[src/rtl/fetch_unit_if.sv]
// Instruction-memory request/response bus between the fetch stage and imem.
// One request is presented with req/ready; the reply returns later on rvalid.
interface fetch_unit_if #(
    parameter int N = 32
);
    logic         imem_req;
    logic [N-1:0] imem_addr;
    logic         imem_ready;
    logic         imem_rvalid;
    logic [N-1:0] imem_rdata;

    modport master (
        output imem_req,
        output imem_addr,
        input  imem_ready,
        input  imem_rvalid,
        input  imem_rdata
    );

    modport slave (
        input  imem_req,
        input  imem_addr,
        output imem_ready,
        output imem_rvalid,
        output imem_rdata
    );
endinterface

[src/rtl/fetch_unit.sv]
// Instruction-fetch stage: owns the PC, issues one imem request at a time,
// and presents the fetched instruction to the Fetch-to-Decode register.
// Redirects from Decode (branch over jump) take effect in every state; a
// response already in flight for an old PC is dropped via the kill flag.
module fetch_unit #(
    parameter int           N        = 32,
    parameter logic [N-1:0] RESET_PC = '0
) (
    input  logic         CLK,
    input  logic         RST,
    input  logic         StallF,
    input  logic         PCSrcD,
    input  logic [N-1:0] PCBranchD,
    input  logic         JumpD,
    input  logic [N-1:0] PCJumpD,
    fetch_unit_if.master imem,
    output logic [N-1:0] InstrF,
    output logic [N-1:0] PCPlus4F,
    output logic         InstrValidF,
    output logic         FetchBusy
);

    localparam logic [N-1:0] PC_STEP = N'(4);

    typedef enum logic [1:0] {
        IDLE,
        REQ,
        WAIT,
        DELIVER
    } state_t;

    state_t       state;
    logic [N-1:0] pc;
    logic         kill;
    logic         req_q;
    logic         busy_q;

    logic         redirect;
    logic [N-1:0] target;

    // Redirect request and word-aligned target; branch wins over jump.
    always_comb begin
        redirect    = PCSrcD | JumpD;
        target      = PCSrcD ? PCBranchD : PCJumpD;
        target[1:0] = 2'b00;
    end

    assign imem.imem_req  = req_q;
    assign imem.imem_addr = pc;
    assign FetchBusy      = busy_q;

    // Fetch FSM; req/busy are registered alongside the state they decode.
    always_ff @(posedge CLK or posedge RST) begin
        if (RST) begin
            state       <= IDLE;
            pc          <= RESET_PC;
            kill        <= 1'b0;
            InstrF      <= '0;
            PCPlus4F    <= '0;
            InstrValidF <= 1'b0;
            req_q       <= 1'b0;
            busy_q      <= 1'b1;
        end else begin
            case (state)
                IDLE: begin
                    if (redirect) begin
                        pc <= target;
                    end
                    InstrValidF <= 1'b0;
                    state       <= REQ;
                    req_q       <= 1'b1;
                    busy_q      <= 1'b1;
                end

                REQ: begin
                    // An unaccepted request may simply retarget; an accepted
                    // one is already in flight, so its reply must be killed.
                    if (redirect) begin
                        pc <= target;
                    end
                    if (imem.imem_ready) begin
                        kill  <= redirect;
                        state <= WAIT;
                        req_q <= 1'b0;
                    end
                end

                WAIT: begin
                    if (imem.imem_rvalid) begin
                        if (redirect || kill) begin
                            if (redirect) begin
                                pc <= target;
                            end
                            kill  <= 1'b0;
                            state <= REQ;
                            req_q <= 1'b1;
                        end else begin
                            InstrF      <= imem.imem_rdata;
                            PCPlus4F    <= pc + PC_STEP;
                            InstrValidF <= 1'b1;
                            state       <= DELIVER;
                            busy_q      <= 1'b0;
                        end
                    end else if (redirect) begin
                        pc   <= target;
                        kill <= 1'b1;
                    end
                end

                DELIVER: begin
                    if (redirect) begin
                        pc          <= target;
                        InstrValidF <= 1'b0;
                        state       <= REQ;
                        req_q       <= 1'b1;
                        busy_q      <= 1'b1;
                    end else if (!StallF) begin
                        pc          <= pc + PC_STEP;
                        InstrValidF <= 1'b0;
                        state       <= REQ;
                        req_q       <= 1'b1;
                        busy_q      <= 1'b1;
                    end
                end

                default: begin
                    state  <= IDLE;
                    req_q  <= 1'b0;
                    busy_q <= 1'b1;
                end
            endcase
        end
    end

endmodule

[src/flat_wrapper.sv]
// flat-port wrapper written by rule: the top's interface ports become plain ports
module fetch_unit_flat 
#(
    parameter int           N        = 32,
    parameter logic [N-1:0] RESET_PC = '0
)
  (CLK, RST, StallF, PCSrcD, PCBranchD, JumpD, PCJumpD, InstrF, PCPlus4F, InstrValidF, FetchBusy, imem_imem_req, imem_imem_addr, imem_imem_ready, imem_imem_rvalid, imem_imem_rdata);
  fetch_unit_if #(.N(N)) imem_i ();
  input  logic CLK;
  input  logic RST;
  input  logic StallF;
  input  logic PCSrcD;
  input  logic [N-1:0] PCBranchD;
  input  logic JumpD;
  input  logic [N-1:0] PCJumpD;
  output logic [N-1:0] InstrF;
  output logic [N-1:0] PCPlus4F;
  output logic InstrValidF;
  output logic FetchBusy;
  output wire logic [$bits(imem_i.imem_req)-1:0] imem_imem_req;
  output wire logic [$bits(imem_i.imem_addr)-1:0] imem_imem_addr;
  input wire logic [$bits(imem_i.imem_ready)-1:0] imem_imem_ready;
  input wire logic [$bits(imem_i.imem_rvalid)-1:0] imem_imem_rvalid;
  input wire logic [$bits(imem_i.imem_rdata)-1:0] imem_imem_rdata;
  assign imem_imem_req = imem_i.imem_req;
  assign imem_imem_addr = imem_i.imem_addr;
  assign imem_i.imem_ready = imem_imem_ready;
  assign imem_i.imem_rvalid = imem_imem_rvalid;
  assign imem_i.imem_rdata = imem_imem_rdata;
  fetch_unit #(.N(N), .RESET_PC(RESET_PC)) u_core (.CLK(CLK), .RST(RST), .StallF(StallF), .PCSrcD(PCSrcD), .PCBranchD(PCBranchD), .JumpD(JumpD), .PCJumpD(PCJumpD), .imem(imem_i), .InstrF(InstrF), .PCPlus4F(PCPlus4F), .InstrValidF(InstrValidF), .FetchBusy(FetchBusy));
endmodule
[config.mk]
export PLATFORM = sky130hd
export DESIGN_NAME = fetch_unit_flat
export DESIGN_NICKNAME = d
export VERILOG_FILES = /design/src/rtl/fetch_unit_if.sv /design/src/rtl/fetch_unit.sv /design/src/flat_wrapper.sv
export SDC_FILE = /design/constraint.sdc
export NUM_CORES = 1
export LEC_CHECK = 0
export CORE_MARGIN = 2
export CORE_UTILIZATION = 55
export DETAILED_ROUTE_END_ITERATION = 8
export DONT_BUFFER_PORTS = 1
export GPL_TIMING_DRIVEN = 0
export PLACE_DENSITY = 0.81
export SLEW_MARGIN = 0
export SYNTH_ARGS = -nofsm -noshare
export SYNTH_HDL_FRONTEND = slang
export SYNTH_SLANG_ARGS = --single-unit
[constraint.sdc]
create_clock -name CLK -period 7.8 [get_ports CLK]
set_input_delay 1.17 -clock CLK [delete_from_list [all_inputs] [get_ports CLK]]
set_output_delay 1.17 -clock CLK [all_outputs]
set_load 0.01 [all_outputs]
== Yosys cells after proc, flatten, opt, wreduce, memory -nomap -nowiden ==
Index checks and enable logic that the tools add are counted.
Storage, ports and cells
  bits in registers: 102
  input port bits: 103
Operators by class
  add/subtract/negate cells: 1
  equality and inequality tests: 10
  multiplexer cells: 32
  bitwise gates (word level): 2
  reductions and logical operators: 11
Operator list (count)
  $mux 32: 6
  $pmux 32 s3: 1
  $add 32x3->32 const B: 1
  $mux 1: 15
  $reduce_and 4->1: 3
  $mux 2: 5
  $ne 3x2->1 const B: 3
  $pmux 2 s4: 1
  $ne 2x2->1 const B: 3
  $pmux 1 s3: 2
  $reduce_and 3->1: 2
  $eq 2x2->1 const B: 2
  $pmux 1 s4: 1
  $reduce_bool 3->1: 1
  $eq 2x1->1 const B: 1
  $logic_not 2->1: 1
  $ne 2x1->1 const B: 1
  $pmux 1 s2: 1
  $reduce_and 2->1: 1
  $reduce_bool 2->1: 1
  $reduce_or 2->1: 1
  $logic_or 1x1->1: 1
  $not 1->1: 1
  $or 1x1->1: 1

== Logic depth before layout (Yosys ltp) ==
  word-level depth: 5
  depth in mapped cells: 9
  mapped depth without buffers: 7

== Worst setup path after synthesis ==
No wires, ideal clock.
  kind: input -> register
  start point: input port PCSrcD
  end point: register u_core.PCPlus4F[10]
  data arrival time: 2.756 ns
  required time: 7.663 ns
  slack: 4.907 ns
  stages on the path: 7
  path buffers: 3
  path through: clkbuf_1 nor2_1 nand3b_1 nor2_1 buf_2 buf_1 a21oi_1
On the way
  cells in the longest elaborated chain, start to end: 4
RTL lines
  start: declaration: RTL line flat_wrapper.sv:12  | input logic PCSrcD;
  $or 1x1->1: RTL line fetch_unit.sv:43  | redirect = PCSrcD | JumpD;
  $logic_or 1x1->1: RTL line fetch_unit.sv:90  | if (redirect || kill) begin
  $not 1->1 (no source line)
  $reduce_and 3->1 (no source line)
  end signal: assignment: RTL line fetch_unit.sv:99  | PCPlus4F <= pc + PC_STEP;
  end: declaration: RTL line fetch_unit.sv:18  | output logic [N-1:0] PCPlus4F,
No other way between the ends.
A chain may end at the register's enable or synchronous reset.

== Worst setup path in the final report ==
  start point: input port PCSrcD
  end point: register u_core.PCPlus4F[13]
Same word-level chain as after synthesis.

==> impl_metrics.tcl <==
set metrics [dict create \
    route.detailed.drc 0 \
    place.gp.congestion 0.926 \
    ant_nets 0 \
    worst_setup_path_start_kind "input port" \
    die_height_um 101 \
    crit_path_end_kind "flip-flop" \
    crit_required_ns 8.04 \
    fmaxAchievable_ghz 0.281 \
    fp.dieArea_um2 10300 \
    fin_area_um2 5580 \
    rows 35 \
    period_needed_ns 3.55 \
    grt_max_degree 65 \
    h-tree-depth 3 \
    synth_flop_cell "dfrtp_1" \
    setup_viol 0 \
    wire_per_inst_um 22.7 \
    grtUsageTotal_pct 28.4 \
    avgSynthCellArea_um2 10.1 \
    cts_root_buf "clkbuf_8" \
    seq_area_frac_synth_pct 47.1 \
    dp_hpwl_um 10900 \
    tightest_slew_ns 0.953 \
    syn_area_um2 5210 \
    outcome "complete, no violations" \
    drive_gt1_share_pct 16.4 \
    maxCapViolations 0 \
    synth_warnings 0 \
    min_path_type "flip-flop to flip-flop" \
    peakVddDrop_mv 0.139 \
    relSlewSlack_pct 36.2 \
    maxSlewViolCount 0 \
    first_global_vias 4174 \
    synth.distinct_cells 58 \
    rsz0062_at_grt "no" \
    ctsLongestPathBuffers 2 \
    ys_seq_elements 98 \
    n_antenna_cell 0 \
    io_buffers 0 \
    cts_buffers 9 \
    worstSetupPathType "input port to flip-flop" \
    drtIter0Drc 322 \
    hold_buffers 0 \
    wl_um 14700 \
    grt_antenna_before_repair 0 \
    fin_nets 639 \
    synthToLayoutAreaGrowth_pct 7.04 \
    cts-resized-gates 0 \
    grt_first_pass_wirelength_um 22200 \
    cts_sinks 98 \
    dpl_cell_area_um2 5390 \
    finalCritPeriodShare_pct 45.6 \
    dr.pass1.iters 6 \
    grt.overflow.total 0 \
    leakagePower_nw 2.39 \
    synth_edf_count 0 \
    via_count 4236 \
    syn_inst 516 \
    synth_async_sr_flop_share_pct 100 \
    worstPathArrival_ns 3.79 \
    path_clk_slew_ns 0.10 \
    start_util_pct 56.7 \
    nFillCells 766 \
    vias_per_cell 6.55 \
    die_w_um 101 \
    layout_common_cells "dfrtp_1 (97), a21oi_1 (56), mux2_2 (46), nor2_1 (44), nand2_1 (29)" \
    final_common_cell "dfrtp_1" \
    power.density_nw_per_um2 262 \
    core_area_um2 9200 \
    skew_ns 0.0172 \
    crit_fanout 10 \
    post_cts_buffers 0 \
    boundaryPins 202 \
    cts_tree "done" \
    insertion_delay_ns 0.38 \
    tns_ns 0 \
    hold_violations 0 \
]
## layout make-up
type                            count  area [um2]  area share [%]
Tap cell                          111         139            2.49
Sequential cell                    98        2450            44.0
Timing Repair Buffer                1        27.5           0.494
Inverter                           12        47.5           0.853
Buffer                             36         166            2.98
Clock buffer                       10         138            2.47
Clock inverter                      6        48.8           0.875
Multi-Input combinational cell    373        2560            45.8
## cell usage after synthesis, drive strengths merged (12+ instances only)
cell     n  share of area (%)
a21oi   57                5.5
buf     18                1.9
clkbuf  18                1.3
dfrtp   97                 47
inv     12               0.86
mux2    46                9.9
mux2i   12                2.3
nand2   30                2.2
nand3   14                1.4
nor2    44                3.2
nor3    12                1.2
o21ai   15                1.4
xnor2   16                2.7
xor2    12                2.0
## metrics by stage
step / hold slack [ns] / power (mW) / instances / setup WS [ns] / util [%]
after CTS: 0.552 / 1.47 / 647 / 4.22 / 60.6
after detailed placement: 0.538 / 1.15 / 631 / 3.83 / 58.6
final: 0.547 / 1.46 / 647 / 4.25 / 60.6
after global placement: 0.527 / 1.12 / 630 / 3.15 / 58.3
after floorplan: 0.510 / 1.04 / 519 / 4.07 / -
after global routing: 0.572 / 1.54 / 647 / 4.00 / 60.6
## critical path, stage by stage
cell and delay, ns:
clkbuf_1 0.13, nor2_1 0.54, nand3b_1 0.28, nor2_1 0.79, buf_2 0.37, buf_1 0.38
a21oi_1 0.13
## power breakdown
| group | internal, mW | switching, mW | total, mW |
|---|---|---|---|
| clock | 0.129 | 0.189 | 0.317 |
| combinational | 0.152 | 0.165 | 0.317 |
| sequential | 0.630 | 0.196 | 0.826 |
## per-layer routing
| layer | part of all wire (%) | track usage (%) | up-vias |
|---|---|---|---|
| li1 | - | - | 1881 |
| met1 | 37 | 35.1 | 2032 |
| met2 | 48 | 47.8 | 291 |
| met3 | 12 | 8.07 | 32 |
| met4 | 2.3 | 9.98 | 0 |
| met5 | 0 | 0 | - |
## worst paths after layout
| path | start | to | slack (ns) | cells after the start |
|---|---|---|---|---|
| setup / recovery | PCSrcD | u_core.PCPlus4F[13]$_DFFE_PP0P_ | 4.25 | 7 |
| hold / removal | u_core.FetchBusy$_DFFE_PP1P_ | u_core.FetchBusy$_DFFE_PP1P_ | 0.55 | 1 |
| setup reg to reg | u_core.imem.imem_addr[2]$_DFFE_PP0P_ | u_core.imem.imem_addr[20]$_DFFE_PP0P_ | 4.85 | 7 |
| hold reg to reg | u_core.FetchBusy$_DFFE_PP1P_ | u_core.FetchBusy$_DFFE_PP1P_ | 0.55 | 1 |
| max in group asynchronous | RST | u_core.FetchBusy$_DFFE_PP1P_ | 6.42 | 2 |
| min in group asynchronous | RST | u_core.InstrF[11]$_DFFE_PP0P_ | 0.68 | 1 |
## flip-flops by register name (all words and copies together), names as in the netlist
register,cells
u_core.InstrValidF,1
u_core.imem.imem_addr,30
u_core.FetchBusy,1
u_core.kill,1
u_core.InstrF,32
u_core.imem.imem_req,1
u_core.PCPlus4F,30
u_core.state,2
## cell families (layout without fill, tap and decap cells)
kind of cell | count (synthesis) | count (layout) | share of synthesized area, %
AO/OA/AOI/OAI | 130 | 130 | 15.7
XOR/XNOR | 28 | 28 | 4.71
adder cells (fa/ha/maj) | 5 | 5 | 1.20
buffers and inverters | 48 | 65 | 4.06
flip-flops | 98 | 98 | 47.1
multiplexers | 58 | 58 | 12.2
other | 1 | 4 | 0.0720
AND/OR/NAND/NOR | 148 | 148 | 14.9
No activity file was read; power rests on OpenSTA's default activity.
